## src/rtl/btn_pkg.sv

```systemverilog
// ----------------------------------------------------------------------------
// btn_pkg
// Shared definitions for the push-button conditioning block.
//   btn_state_t : per-channel debounce FSM states
//   CLK_HZ      : board clock frequency
//   DEB_10MS    : debounce window of 10 ms at CLK_HZ, in cycles
//   LONG_1S     : long-press threshold of 1 s at CLK_HZ, in cycles
//   cnt_width() : bit width of a counter that must hold the value 'max'
// ----------------------------------------------------------------------------
package btn_pkg;

    typedef enum logic [1:0] {
        RELEASED     = 2'd0,
        PRESS_WAIT   = 2'd1,
        PRESSED      = 2'd2,
        RELEASE_WAIT = 2'd3
    } btn_state_t;

    localparam int CLK_HZ   = 100_000_000;
    localparam int DEB_10MS = 1_000_000;
    localparam int LONG_1S  = 100_000_000;

    // One spare bit on top of $clog2 so that 'max' itself is representable
    // even when it is an exact power of two.
    function automatic int cnt_width(input int max);
        return $clog2(max) + 1;
    endfunction

endpackage

```

## src/rtl/btn_debounce_ch.sv

```systemverilog
// ----------------------------------------------------------------------------
// btn_debounce_ch
// One button channel: 2-flop synchroniser, debounce FSM, debounce and
// hold counters, registered level and pulse outputs.
//   clk        : system clock
//   rst_n      : synchronous reset, active-low
//   raw        : raw asynchronous button input, already polarity-corrected
//                (1 = pressed)
//   level      : debounced level, 1 = pressed
//   rise       : one-cycle pulse on an accepted press
//   fall       : one-cycle pulse on an accepted release
//   long_pulse : one-cycle pulse once per press after LONG_CYCLES held
// ----------------------------------------------------------------------------
module btn_debounce_ch
    import btn_pkg::*;
#(
    parameter int DEBOUNCE_CYCLES = DEB_10MS,
    parameter int LONG_CYCLES     = LONG_1S
) (
    input  logic clk,
    input  logic rst_n,
    input  logic raw,
    output logic level,
    output logic rise,
    output logic fall,
    output logic long_pulse
);

    localparam int DEB_W  = cnt_width(DEBOUNCE_CYCLES);
    localparam int HOLD_W = cnt_width(LONG_CYCLES);

    localparam logic [DEB_W-1:0]  DEB_LAST  = DEB_W'(DEBOUNCE_CYCLES - 1);
    localparam logic [DEB_W-1:0]  DEB_ONE   = DEB_W'(1);
    localparam logic [HOLD_W-1:0] HOLD_LAST = HOLD_W'(LONG_CYCLES - 1);
    localparam logic [HOLD_W-1:0] HOLD_MAX  = HOLD_W'(LONG_CYCLES);
    localparam logic [HOLD_W-1:0] HOLD_ONE  = HOLD_W'(1);

    // Plain 2-bit codes so the state register stays a simple vector in
    // netlists and waveforms, while the values come from the shared enum.
    localparam logic [1:0] S_RELEASED     = RELEASED;
    localparam logic [1:0] S_PRESS_WAIT   = PRESS_WAIT;
    localparam logic [1:0] S_PRESSED      = PRESSED;
    localparam logic [1:0] S_RELEASE_WAIT = RELEASE_WAIT;

    logic              sync1;
    logic              s;
    logic [1:0]        state;
    logic [DEB_W-1:0]  deb_cnt;
    logic [HOLD_W-1:0] hold_cnt;

    // Two-flop synchroniser; reset value 0 means "released".
    always_ff @(posedge clk) begin
        if (!rst_n) begin
            sync1 <= 1'b0;
            s     <= 1'b0;
        end else begin
            sync1 <= raw;
            s     <= sync1;
        end
    end

    // Debounce FSM. The pulse outputs default low every cycle so each one
    // is asserted for exactly the cycle following the accepting edge.
    // deb_cnt is cleared on every state change, so it never has to wrap;
    // hold_cnt saturates at LONG_CYCLES, which also guarantees long_pulse
    // cannot fire twice within one press (a release bounce keeps hold_cnt).
    always_ff @(posedge clk) begin
        if (!rst_n) begin
            state      <= S_RELEASED;
            deb_cnt    <= '0;
            hold_cnt   <= '0;
            level      <= 1'b0;
            rise       <= 1'b0;
            fall       <= 1'b0;
            long_pulse <= 1'b0;
        end else begin
            rise       <= 1'b0;
            fall       <= 1'b0;
            long_pulse <= 1'b0;

            case (state)
                S_RELEASED: begin
                    if (s) begin
                        state   <= S_PRESS_WAIT;
                        deb_cnt <= '0;
                    end
                end

                S_PRESS_WAIT: begin
                    if (!s) begin
                        state   <= S_RELEASED;
                        deb_cnt <= '0;
                    end else if (deb_cnt == DEB_LAST) begin
                        state    <= S_PRESSED;
                        deb_cnt  <= '0;
                        hold_cnt <= '0;
                        level    <= 1'b1;
                        rise     <= 1'b1;
                    end else begin
                        deb_cnt <= deb_cnt + DEB_ONE;
                    end
                end

                S_PRESSED: begin
                    if (!s) begin
                        state   <= S_RELEASE_WAIT;
                        deb_cnt <= '0;
                    end else if (hold_cnt != HOLD_MAX) begin
                        hold_cnt <= hold_cnt + HOLD_ONE;
                        if (hold_cnt == HOLD_LAST) begin
                            long_pulse <= 1'b1;
                        end
                    end
                end

                S_RELEASE_WAIT: begin
                    if (s) begin
                        state   <= S_PRESSED;
                        deb_cnt <= '0;
                    end else if (deb_cnt == DEB_LAST) begin
                        state   <= S_RELEASED;
                        deb_cnt <= '0;
                        level   <= 1'b0;
                        fall    <= 1'b1;
                    end else begin
                        deb_cnt <= deb_cnt + DEB_ONE;
                    end
                end

                default: begin
                    state   <= S_RELEASED;
                    deb_cnt <= '0;
                end
            endcase
        end
    end

endmodule

```

## src/rtl/btn_debounce.sv

```systemverilog
// ----------------------------------------------------------------------------
// btn_debounce
// Synchronises and debounces N_BTN raw push-buttons and produces clean
// per-channel level, press/release pulses and a long-press pulse. All
// outputs are registered.
//   clk       : system clock, 100 MHz
//   rst_n     : synchronous reset, active-low
//   btn_raw   : raw asynchronous button pins
//   btn_level : debounced level, 1 = pressed
//   btn_rise  : one-cycle pulse on accepted press
//   btn_fall  : one-cycle pulse on accepted release
//   btn_long  : one-cycle pulse once per press after LONG_CYCLES held
// ----------------------------------------------------------------------------
module btn_debounce
    import btn_pkg::*;
#(
    parameter int N_BTN           = 4,
    parameter int DEBOUNCE_CYCLES = DEB_10MS,
    parameter int LONG_CYCLES     = LONG_1S,
    parameter int ACTIVE_HIGH     = 1
) (
    input  logic             clk,
    input  logic             rst_n,
    input  logic [N_BTN-1:0] btn_raw,
    output logic [N_BTN-1:0] btn_level,
    output logic [N_BTN-1:0] btn_rise,
    output logic [N_BTN-1:0] btn_fall,
    output logic [N_BTN-1:0] btn_long
);

    logic [N_BTN-1:0] raw_pol;

    // A static inverter in front of the first synchroniser flop behaves the
    // same as inverting its output, and keeps the synchroniser reset value
    // meaning "released" for both polarities.
    assign raw_pol = (ACTIVE_HIGH != 0) ? btn_raw : ~btn_raw;

    for (genvar i = 0; i < N_BTN; i++) begin : g_ch
        btn_debounce_ch #(
            .DEBOUNCE_CYCLES (DEBOUNCE_CYCLES),
            .LONG_CYCLES     (LONG_CYCLES)
        ) u_ch (
            .clk        (clk),
            .rst_n      (rst_n),
            .raw        (raw_pol[i]),
            .level      (btn_level[i]),
            .rise       (btn_rise[i]),
            .fall       (btn_fall[i]),
            .long_pulse (btn_long[i])
        );
    end

endmodule
```

## config.mk

```make
export PLATFORM = sky130hd
export DESIGN_NAME = btn_debounce
export DESIGN_NICKNAME = d
export VERILOG_FILES = /design/src/rtl/btn_pkg.sv /design/src/rtl/btn_debounce_ch.sv /design/src/rtl/btn_debounce.sv
export SDC_FILE = /design/constraint.sdc
export NUM_CORES = 1
export LEC_CHECK = 0
export CAP_MARGIN = 20
export CORE_ASPECT_RATIO = 1.5
export CORE_MARGIN = 2
export CORE_UTILIZATION = 55
export DETAILED_ROUTE_END_ITERATION = 6
export PLACE_DENSITY_LB_ADDON = 0.2
export SKIP_LAST_GASP = 1
export SLEW_MARGIN = 25
export SYNTH_ARGS = -nofsm -noshare
export SYNTH_HDL_FRONTEND = slang
export SYNTH_SLANG_ARGS = --single-unit
```

## constraint.sdc

```tcl
create_clock -name clk -period 4.3 [get_ports clk]
set_input_delay 0.86 -clock clk [delete_from_list [all_inputs] [get_ports clk]]
set_output_delay 0.86 -clock clk [all_outputs]
set_load 0.005 [all_outputs]
```

==> results of run 1 <==
where the power goes:
part           switching (uW)  total, uW  leakage, uW  internal, uW
combinational             220        309      0.00200          89.0
clock                     810       2050     0.000374          1240
sequential               12.4       2130      0.00184          2120
total                    1040       4490      0.00421          3450
worst max-delay path: stages, from the launching register on:
cell     delay [ps]
dfxtp_1         380
ha_1            240
and4_1          320
a41o_1          220
o41a_1          520
nand4_1         630
or4_1           660
nand2_1          70
cell usage after synthesis, types with 21 or more instances:
library cell	count
nor2_1	143
o21ai_0	69
nand3_1	109
ha_1	24
dfxtp_1	228
inv_1	43
and3_1	42
nor3_1	63
xnor2_1	62
a21oi_1	99
nand4_1	42
xor2_1	21
clkbuf_1	55
nand2_1	125
or3_1	25
nor4_1	30
and2_1	25
kinds of logic (layout without fill, tap and decap cells):
| kind of cell | after synthesis | count (layout) |
|---|---|---|
| adder cells (fa/ha/maj) | 24 | 24 |
| XOR/XNOR | 83 | 83 |
| multiplexers | 12 | 12 |
| flip-flops | 228 | 228 |
| AND/OR/NAND/NOR | 721 | 721 |
| AO/OA/AOI/OAI | 286 | 286 |
| buffers and inverters | 129 | 116 |
metal layers:
metal | global-route usage | wire (um) | share of wire
met5 | 0 | 0 | 0
met4 | 0.07371 | 515 | 0.020
met3 | 0.02729 | 947 | 0.036
met2 | 0.4098 | 13390 | 0.51
met1 | 0.2713 | 11520 | 0.44
cell type report:
type,count,area (um2)
clock buffers,32,659.4
clock inverters,5,100.1
fillers,1987,8573
inverters,43,161.4
multi-input cells,1126,6837
flip-flops and latches,228,4564
well taps,272,340.3
repair buffers,36,317.8
per-stage QoR:
step	hold WS, ps	power (uW)	cell area (um2)
6_report	435.7	4490	12980
2_1_floorplan	411.9	2416	11970
5_1_grt	464.5	4649	12980
3_5_place_dp	422.4	2488	12220
4_1_cts	437.4	4543	12980
3_3_place_gp	419.4	2484	12220
flip-flops by register name, indices dropped and copies added, names as in the netlist, named ones only:
name and flops:
g_ch.u_ch.hold_cnt 112, g_ch.u_ch.deb_cnt 84, g_ch.u_ch.fall 4, g_ch.u_ch.level 4, g_ch.u_ch.long_pulse 4, g_ch.u_ch.rise 4, g_ch.u_ch.s 4, g_ch.u_ch.state 4
g_ch.u_ch.sync1 4
worst paths after layout:
| check | from | cells after the start | end |
|---|---|---|---|
| setup / recovery | g_ch[3].u_ch.deb_cnt[0] | 7 | g_ch[3].u_ch.hold_cnt[15] |
| hold / removal | g_ch[2].u_ch.sync1 | 1 | g_ch[2].u_ch.s |
| setup reg to reg | g_ch[3].u_ch.deb_cnt[0] | 7 | g_ch[3].u_ch.hold_cnt[15] |
| hold reg to reg | g_ch[2].u_ch.sync1 | 1 | g_ch[2].u_ch.s |
==> results summary, run 1 <==
The number of placed cells counting well taps is 1705. Clock skew on the completed layout was measured at 11.99 ps. The maximum ir drop on the vdd rail is 489.2 uV. The number of top-level design ports is 22. The area enclosed by the die boundary came out at 22980 um2. The worst endpoint required time is 4750 ps. The latest clock arrival within the worst-skew pair is 510 ps. The share of cell area taken by muxes after synthesis is 0.01056. Leaving out fill and tap cells, the most frequent cell in the layout is dfxtp_1.

The floorplan step defined a core boundary enclosing 21550 um2. For the worst setup path, the data arrival time is 3570 ps. The global router's overall resource usage is 0.2237. The placement-stage worst setup slack came out at 1225 ps.

The buffer levels on the longest clock path came out at 3. For the pin with the worst max-slew slack, the measured transition is 941.9 ps. The adder and majority cell fraction of the synthesized area came out at 0.02510. The proportion of synthesized chip area in sequential cells came out at 0.3815. The portion of the clock cycle consumed by the worst path in the final layout came out at 0.7241.

The synthesized-area fraction occupied by and/or/nand/nor cells is 0.3239. Clock tree synthesis found a total of 228 sinks. The setup path with the least slack is of type reg2reg. The detail-routed net length per standard cell is 15.14 um. The sum of overflow across all layers after global routing is 0. The number of buffers added to fix hold violations after cts is 0. Buffers inserted during clock tree synthesis total 23. The count of cells in the finished layout, fillers not included, comes to 1742. The number of different library cells used by synthesis comes to 73. The count of final max-slew check failures is 0. The number of max-cap violations came out at 0. The initial antenna violation count came out at 0.

The shortest clock period the worst path allows after layout is 3114 ps. The count of nets after finishing came out at 1488. The largest family of logic cells by synthesized area is simple AND/OR/NAND/NOR gates. The run finished with clean final reports. The complex-gate fraction of the synthesized area came out at 0.1506. The post-CTS setup-driven buffer insertion count came out at 0. The final routed DRC violation total is 0.

The via count is 10560. The maximum fanout count along the critical path is 18. Static timing analysis puts the maximum clock frequency at 321.2 MHz. The H-tree depth came out at 1. Once detail routing completed, the nets flagged for antenna violations numbered 0.

The count of input and output buffers came out at 21. The share of synthesized area in the top cell type comes to 0.3815. The via count of the first global-routing pass is 9935. The final count of hold timing violations came out at 0. The wire length of the first global-routing pass came out at 45340 um. The number of enable flip-flop cells after synthesis came out at 0. Sorting the synthesized cells by area gives the leading types as dfxtp_1 (38%), nand3_1 (4.6%), xnor2_1 (4.5%).

The netlist area before placement came out at 11970 um2. Setup violations remaining at the end of the flow were counted as 0. Adding up every negative setup slack in the final design gives 0 ps. Setup repair after global routing left no endpoint under its margin. The clock input transition at the sequential cells of the worst setup and hold paths came out at 60 ps. After clock tree synthesis, the repair step resized 0 gates. The initial detailed-routing violation count came out at 587.

The effective utilization at floorplan came out at 0.5551. The final design utilization is 0.6022. The last weighted congestion value of the routability-driven placer came out at 0.8842. Counting flops with an async set or reset pin after synthesis yields a share of 0. The worst register-to-register path has a setup slack of 1190 ps. Of the total synthesized cell area, the portion taken by XOR and XNOR cells is 0.06075.

The total power per unit cell area is 346.0 nW/um2. The register bit count reported by yosys is 228. The analysis attributes to cell leakage a power of 0.004212 uW. Measured against its own limit, the worst slew margin works out to 0.3698. The fraction of layout instances using a drive strength above 1 is 0.05918. The startpoint class of the critical path is a flip-flop. The synthesized netlist cell count came out at 1483. After floorplanning, the core was divided into 66 placement rows. The mean instance size in the synthesized netlist came out at 8.068 um2. The most used flip-flop cell after synthesis is dfxtp_1. The maximum number of pins on one net before global-route repair is 62. The total iterations of the first detailed-routing run came out at 5. The largest area contributor in the netlist is dfxtp_1. The ratio of routed vias to standard cells is 6.060.

The root buffer cell chosen for the clock tree is clkbuf_16. The worst setup slack after layout is 1186 ps. The chip height is 184.6 um. The repair_antennas step left the layout with diodes totalling 0. The area growth from synthesis to final layout came out at 8.480%. The sum of routed wire length over all layers is 26370 um.

During synthesis, Yosys emitted a total of 0 warnings. The tightest min-delay check is of the reg2reg type. The critical path endpoint category is a flip-flop. The half-perimeter wire length of the detailed placement result is 17790 um. The net count after synthesis came out at 1513.

In the layout the commonest cells are dfxtp_1 (228), nor2_1 (143), nand2_1 (125). The floorplan step set the die width to 124.4 um. TritonCTS built the clock tree.
Power figures use the tool's default switching activity.
==> inputs of run 2 (changes only) <==
==> constraint.sdc (replaced) <==
create_clock -name clk -period 3.13 [get_ports clk]
set_input_delay 0.626 -clock clk [delete_from_list [all_inputs] [get_ports clk]]
set_output_delay 0.626 -clock clk [all_outputs]
set_load 0.005 [all_outputs]
==> run 2 against run 1 <==
Effect of this change: critical path depth is 1 higher; utilization is 0.59 points higher; setup slack worse by 710 ps; combinational power is 43% higher; clock power is 36% higher; global-route usage is 0.54 points higher; critical path type unchanged; highest routed layer unchanged.
==> results summary, run 2 (synthesis results as in run 1) <==
The library cell used most frequently in the layout, excluding fill and tap cells, is dfxtp_1. The total power per unit cell area came out at 470.0 nW/um2 (+36%). Leaving out fill and tap cells, the most frequent cells in the layout are dfxtp_1 (228), nor2_1 (143), nand2_1 (125).

The latest clock arrival within the worst-skew pair came out at 520 ps (about the same). The worst setup path is launched from a flip-flop. The total buffers and inverters traversed by the critical path is 1 (+1). The total iterations of the first detailed-routing run came out at 5 (unchanged).

The post-CTS setup-driven buffer insertion count is 0 (unchanged). The CTS buffer count is 24 (+4.3%). The number of standard-cell rows in the floorplan came out at 66 (unchanged). The count of input and output buffers is 21 (unchanged). The H-tree depth is 1 (unchanged). The fill cell instance count of the final layout came to 1950 (-1.9%). The worst register-to-register path ends at g_ch[0].u_ch.hold_cnt[14]. The slowest stage of the critical path is the or4_1 cell.

The count of endpoints failing setup in the final report came to 0 (unchanged). The total number of clock tree sinks was 228 (unchanged). The reg-to-reg startpoint is g_ch[0].u_ch.state[0]. The via count came to 10630 (+0.66%). The maximum ir drop on the vdd rail is 377.4 uV (-23%). The CTS tree is built. The count of final max-slew check failures is 0 (unchanged). The clock input transition at the sequential cells of the worst setup and hold paths is 60 ps (about the same). The core footprint came out at 21550 um2 (unchanged). The startpoint identified for the worst hold timing path is g_ch[0].u_ch.sync1.

In this run the worst hold path is classified as reg2reg. The worst clock skew on the final layout is 10.99 ps (-0.9993 ps). The width of the chip is 124.4 um (unchanged). The detail-routed net length per standard cell came out at 15.13 um (about the same). The ratio of routed vias to standard cells was 6.031 (-0.48%). The global router's overall resource usage came out at 0.2291 (+0.005368). The via count of the first global-routing pass is 10150 (+2.1%). Ranked by flip-flop count, first place goes to g_ch.u_ch.hold_cnt.

The highest clock rate came to 376.8 MHz (+17%). In this run the worst setup path begins at g_ch[0].u_ch.state[0]. The initial detailed-routing violation count is 661 (+13%).

The chip height came to 184.6 um (unchanged). The number of gates resized after cts came out at 0 (unchanged). The antenna diode count came out at 0 (unchanged).

The area enclosed by the die boundary came to 22980 um2 (unchanged). The effective utilization at floorplan came out at 0.5551 (unchanged). The last weighted congestion value of the routability-driven placer came to 0.8760 (-0.93%). The count of nets after finishing came out at 1504 (+1.1%). The worst reg2reg path depth was 8 (+1). Walking the worst path, the cells encountered are inv_1 > ha_1 > o21ba_1 > a2111oi_4 > nand3b_2 > or2_0 > or4_1 > a21oi_1. Compared with the post-synthesis result, the final layout area differs by 9.547%. The largest registers in the layout are g_ch.u_ch.hold_cnt: 112 flops, g_ch.u_ch.deb_cnt: 84 flops.

The buffer levels on the longest clock path came to 3 (unchanged). The fraction of layout instances using a drive strength above 1 is 0.06980 (+0.01061). The wire length of the first global-routing pass was 46240 um (+2.0%). The arrival time at the worst endpoint came out at 3100 ps (-470 ps). The summed negative setup slack over all endpoints came out at 0 ps (unchanged). The cell at the root of the clock tree is clkbuf_16.

The portion of the clock cycle consumed by the worst path in the final layout is 0.8480 (+0.1238). The number of max-cap violations came out at 0 (unchanged). The max-slew headroom at the worst pin is 0.3563 (-0.01349). The number of cells on the worst hold path came out at 1 (unchanged). The remaining number of nets flagged by the antenna check after routing came out at 0 (unchanged).

By startpoint and endpoint, the worst setup path is classified as reg2reg. The register-to-register path setup slack is 480 ps (-710 ps). The final count of hold timing violations is 0 (unchanged). The flip-flop count of the largest register after layout is 112 (unchanged).

The worst stage delay on the critical path came out at 570 ps (-90 ps). The sum of routed wire length over all layers is 26660 um (+1.1%). The number of top-level design ports is 22 (unchanged).

The initial antenna violation count is 0 (unchanged). The worst hold slack was 435.4 ps (-0.2750 ps). Broken down by cell family, the worst path's largest delay share belongs to simple AND/OR/NAND/NOR gates. The worst endpoint required time came out at 3580 ps (-1170 ps). The worst hold path endpoint is g_ch[0].u_ch.s. The reported leakage power came out at 0.004295 uW (+2.0%). The run finished with clean final reports. The final routed DRC violation total was 0 (unchanged). Setup repair after global routing left no endpoint under its margin. The sum of overflow across all layers after global routing is 0 (unchanged). The number of buffers added to fix hold violations after cts was 0 (unchanged).

The half-perimeter wire length of the detailed placement result came out at 18030 um (+1.3%). The shortest clock period the worst path allows after layout is 2654 ps (-459.7 ps). The maximum fanout count along the critical path came out at 11 (-7). The maximum number of pins on one net before global-route repair came to 51 (-18%).

The worst setup path is captured at a flip-flop. The transition at the pin with the smallest max-transition slack is 956.8 ps (+14.90 ps).
[run 2: changes by cell type in the layout (fill, tap and decap cells not counted), sizes merged]
cell and delta:
bufinv -2, buf +15, clkinv +3, clkbuf +4
[run 2: where the power goes]
group	internal (uW)	leakage, uW	switching, uW	total [uW]
Sequential	2910	0.00184	17.2	2930
Combinational	135	0.00208	307	442
Clock	1630	0.000379	1150	2790
Total	4680	0.00429	1480	6160
[run 2: worst max-delay path by stage]
stage               depth (start not counted)                        end
global placement                            9  g_ch[0].u_ch.hold_cnt[18]
floorplan                                  11  g_ch[0].u_ch.hold_cnt[20]
CTS                                         8  g_ch[0].u_ch.hold_cnt[14]
global route                                9  g_ch[0].u_ch.hold_cnt[21]
detailed placement                          9  g_ch[0].u_ch.hold_cnt[27]
finish                                      8  g_ch[0].u_ch.hold_cnt[14]
[run 2: cell type report]
| cell class | count | area (um2) | share of cell area |
|---|---|---|---|
| clock buffers | 36 | 706.9 | 0.05393 |
| clock inverters | 6 | 55.05 | 0.004200 |
| inverters | 43 | 161.4 | 0.01231 |
| multi-input cells | 1126 | 6837 | 0.5216 |
| flip-flops and latches | 228 | 4564 | 0.3482 |
| well taps | 272 | 340.3 | 0.02596 |
| repair buffers | 51 | 442.9 | 0.03379 |
[run 2: stage by stage]
| stage | std cells | total power (uW) | util | instance area (um2) | setup WS [ps] |
|---|---|---|---|---|---|
| after floorplan | 1483 | 3320 | - | 11970 | 723.4 |
| after global placement | 1720 | 3429 | 0.5728 | 12350 | 549.8 |
| after detailed placement | 1720 | 3436 | 0.5728 | 12350 | 499.1 |
| after CTS | 1762 | 6234 | 0.6082 | 13110 | 474.5 |
| after global routing | 1762 | 6392 | 0.6082 | 13110 | 215.8 |
| final | 1762 | 6160 | 0.6082 | 13110 | 475.9 |
[run 2: layer usage]
metal | up-vias | track usage | share of wire
met3 | 55 | 0.02438 | 0.034
met2 | 198 | 0.4260 | 0.51
li1 | 5353 | - | -
met5 | - | 0 | 0
met1 | 5020 | 0.2723 | 0.43
met4 | 0 | 0.08180 | 0.026
==> inputs of run 3 (changes only) <==
==> constraint.sdc (replaced) <==
create_clock -name clk -period 2.5 [get_ports clk]
set_input_delay 0.5 -clock clk [delete_from_list [all_inputs] [get_ports clk]]
set_output_delay 0.5 -clock clk [all_outputs]
set_load 0.005 [all_outputs]
==> run 3 against run 2 <==
Effect of this change: cell area rose by 2.7%; worst hold slack improved by 11 ps; clock skew rose by 4.9 ps; sequential cell count did not move; first-iteration DRC count rose by 11%; critical endpoint is now g_ch[0].u_ch.hold_cnt[24].
==> results summary, run 3 (synthesis results as in run 1) <==
The start-to-end type of the worst setup path is reg2reg. The maximum ir drop on the vdd rail is 503.0 uV (+33%). The transition at the pin with the smallest max-transition slack was 713.2 ps (-243.6 ps). The ratio of routed vias to standard cells came out at 6.009 (-0.36%). The worst hold slack is 446.4 ps (+10.98 ps). The remaining number of nets flagged by the antenna check after routing is 0 (unchanged). Leaving out fill and tap cells, the most frequent cells in the layout are dfxtp_1 (228), nor2_1 (142), nand2_1 (125).

The via count of the first global-routing pass is 10450 (+2.9%). The max-slew headroom at the worst pin came out at 0.5228 (+0.1665). The fraction of layout instances using a drive strength above 1 is 0.09889 (+0.02909). The count of input and output buffers is 21 (unchanged). The count of endpoints failing setup in the final report is 0 (unchanged).

The arrival time at the worst endpoint came out at 2820 ps (-280 ps). Counting flops per register, the top entry is g_ch.u_ch.hold_cnt. The shortest clock period the worst path allows after layout came out at 2385 ps (-268.8 ps). The worst stage delay on the critical path came out at 510 ps (-60 ps). The flow ran to the end, and the final reports show no timing, DRC or antenna violations.

The H-tree depth came out at 1 (unchanged). The portion of the clock cycle consumed by the worst path in the final layout came out at 0.9541 (+0.1062). The most frequent standard cell in the layout excluding fill and tap cells is dfxtp_1. The initial detailed-routing violation count is 732 (+11%).

The topmost layer with routed signal wires is met4. The global router's overall resource usage is 0.2359 (+0.006841). The final routed DRC violation total came out at 0 (unchanged). The flip-flop count of the largest register after layout was 112 (unchanged). The number of max-cap violations is 0 (unchanged). The area growth from synthesis to final layout came out at 12.50%. The CTS tree is built. The last weighted congestion value of the routability-driven placer came out at 0.8672 (-1.0%). The total iterations of the first detailed-routing run is 5 (unchanged). The via count came out at 10810 (+1.7%). The CTS buffer count is 23 (-4.2%). The cell at the root of the clock tree is clkbuf_16. The initial antenna violation count is 0 (unchanged). The count of nets after finishing came out at 1541 (+2.5%). The number of placed cells counting well taps is 1757 (+2.2%).

The largest registers in the layout are g_ch.u_ch.hold_cnt: 112 flops, g_ch.u_ch.deb_cnt: 84 flops. The total number of clock tree sinks is 228 (unchanged). The latest clock arrival within the worst-skew pair came out at 520 ps (about the same). The number of buffers added to fix hold violations after cts came out at 0 (unchanged). STA classifies the critical path startpoint as a flip-flop. The maximum number of pins on one net before global-route repair is 74 (+45%).

The clock input transition at the sequential cells of the worst setup and hold paths came to 60 ps (about the same). The area enclosed by the die boundary came out at 22980 um2 (unchanged). The sum of routed wire length over all layers came out at 27400 um (+2.8%). The total power per unit cell area is 577.1 nW/um2 (+23%).

The number of top-level design ports came to 22 (unchanged). The worst setup path is captured at a flip-flop. The worst endpoint required time was 2940 ps (-640 ps). The count of final max-slew check failures came out at 0 (unchanged). The min-delay analysis places its worst path in the category reg2reg. The width of the chip came out at 124.4 um (unchanged).

The area of all placed cells without fillers came out at 13460 um2 (+2.7%). The highest-delay cell along the critical path is or4_1. The wire length of the first global-routing pass is 47530 um (+2.8%). Setup repair after global routing could not meet its margin everywhere. The met1 routed wirelength after detailed routing came to 11580 um (+0.53%). The effective utilization at floorplan was 0.5551 (unchanged). The area of placed instances is 12650 um2 (+2.5%). The wire length on met3 came out at 898 um (+0.11%). The antenna diode count is 0 (unchanged). The maximum fanout count along the critical path came to 9 (-2). The sum of overflow across all layers after global routing came out at 0 (unchanged). The chip height is 184.6 um (unchanged). The number of standard-cell rows in the floorplan is 66 (unchanged). The core footprint is 21550 um2 (unchanged).

The worst clock skew on the final layout is 15.91 ps (+4.919 ps). The routed wire length on met2 is 14300 um (+5.6%). The half-perimeter wire length of the detailed placement result is 18550 um (+2.9%). The reported leakage power is 0.004501 uW (+4.8%). The final count of hold timing violations came to 0 (unchanged).

The buffer levels on the longest clock path came out at 3 (unchanged). The post-layout instance count excluding filler cells came to 1799 (+2.1%). The highest clock rate is 419.2 MHz (+11%). Walking the worst path, the cells encountered are inv_1 > ha_1 > o21ba_1 > a2111oi_4 > nand3b_2 > or2_4 > or4_1 > a21oi_1.

The detail-routed net length per standard cell is 15.23 um (+0.64%).
## run 3: cell types whose count changed in the layout (fill, tap and decap cells not counted), moves of 2 or more
cell / previous run / this run
nor4b_1: 10 / 7
clkbuf_8: 4 / 6
buf_4: 29 / 64
nor4b_2: 0 / 3
clkbuf_16: 25 / 23
buf_12: 1 / 3
clkbuf_1: 7 / 5
## run 3: what timing repair did
item,CTS,global route
setup endpoints to repair,0,19
resized for setup,0,10
buffers inserted,0,1
## run 3: per-layer routing
metal / GRT usage / vias to the layer above
li1: - / 5424
met1: 0.2727 / 5134
met4: 0.08000 / 0
met5: 0 / -
met2: 0.4492 / 191
met3: 0.02612 / 61
## run 3: where the power goes
part           internal [uW]  total, uW  switching (uW)
clock network           2080       3500            1420
logic                    204        603             398
registers               3650       3670            18.2
## run 3: worst paths after layout
check | slack (ps) | cells after the start | start | endpoint
max | 110 | 8 | flip-flop | g_ch[0].u_ch.hold_cnt[24]
min | 450 | 1 | g_ch[3].u_ch.sync1 | g_ch[3].u_ch.s
max reg2reg | 110 | 8 | flip-flop | g_ch[0].u_ch.hold_cnt[24]
min reg2reg | 450 | 1 | g_ch[3].u_ch.sync1 | g_ch[3].u_ch.s
## run 3: final cells by class
cell class	instances	area, um2
Inverter	43	161.4
Fill cell	1946	8093
Clock buffer	34	676.9
Sequential cell	228	4564
Timing Repair Buffer	89	757.0
Multi-Input combinational cell	1126	6873
Clock inverter	7	87.58
Tap cell	272	340.3
## run 3: critical path: cells and delay by family (launching register included)
kind                     cells  cell delay [ps]
AO/OA/AOI/OAI                3              670
buffers and inverters        1               90
flip-flops                   1              360
AND/OR/NAND/NOR              3              980
adder cells (fa/ha/maj)      1              220
## run 3: metrics by stage
| step | setup slack (ps) | total power, uW | util | setup TNS, ps |
|---|---|---|---|---|
| after floorplan | 93.43 | 4156 | - | 0 |
| after global placement | 114.1 | 4332 | 0.5868 | 0 |
| after detailed placement | 24.67 | 4341 | 0.5868 | 0 |
| after CTS | 2.072 | 7847 | 0.6223 | 0 |
| after global routing | -12.15 | 8047 | 0.6245 | -13.22 |
| final | 114.7 | 7768 | 0.6245 | 0 |
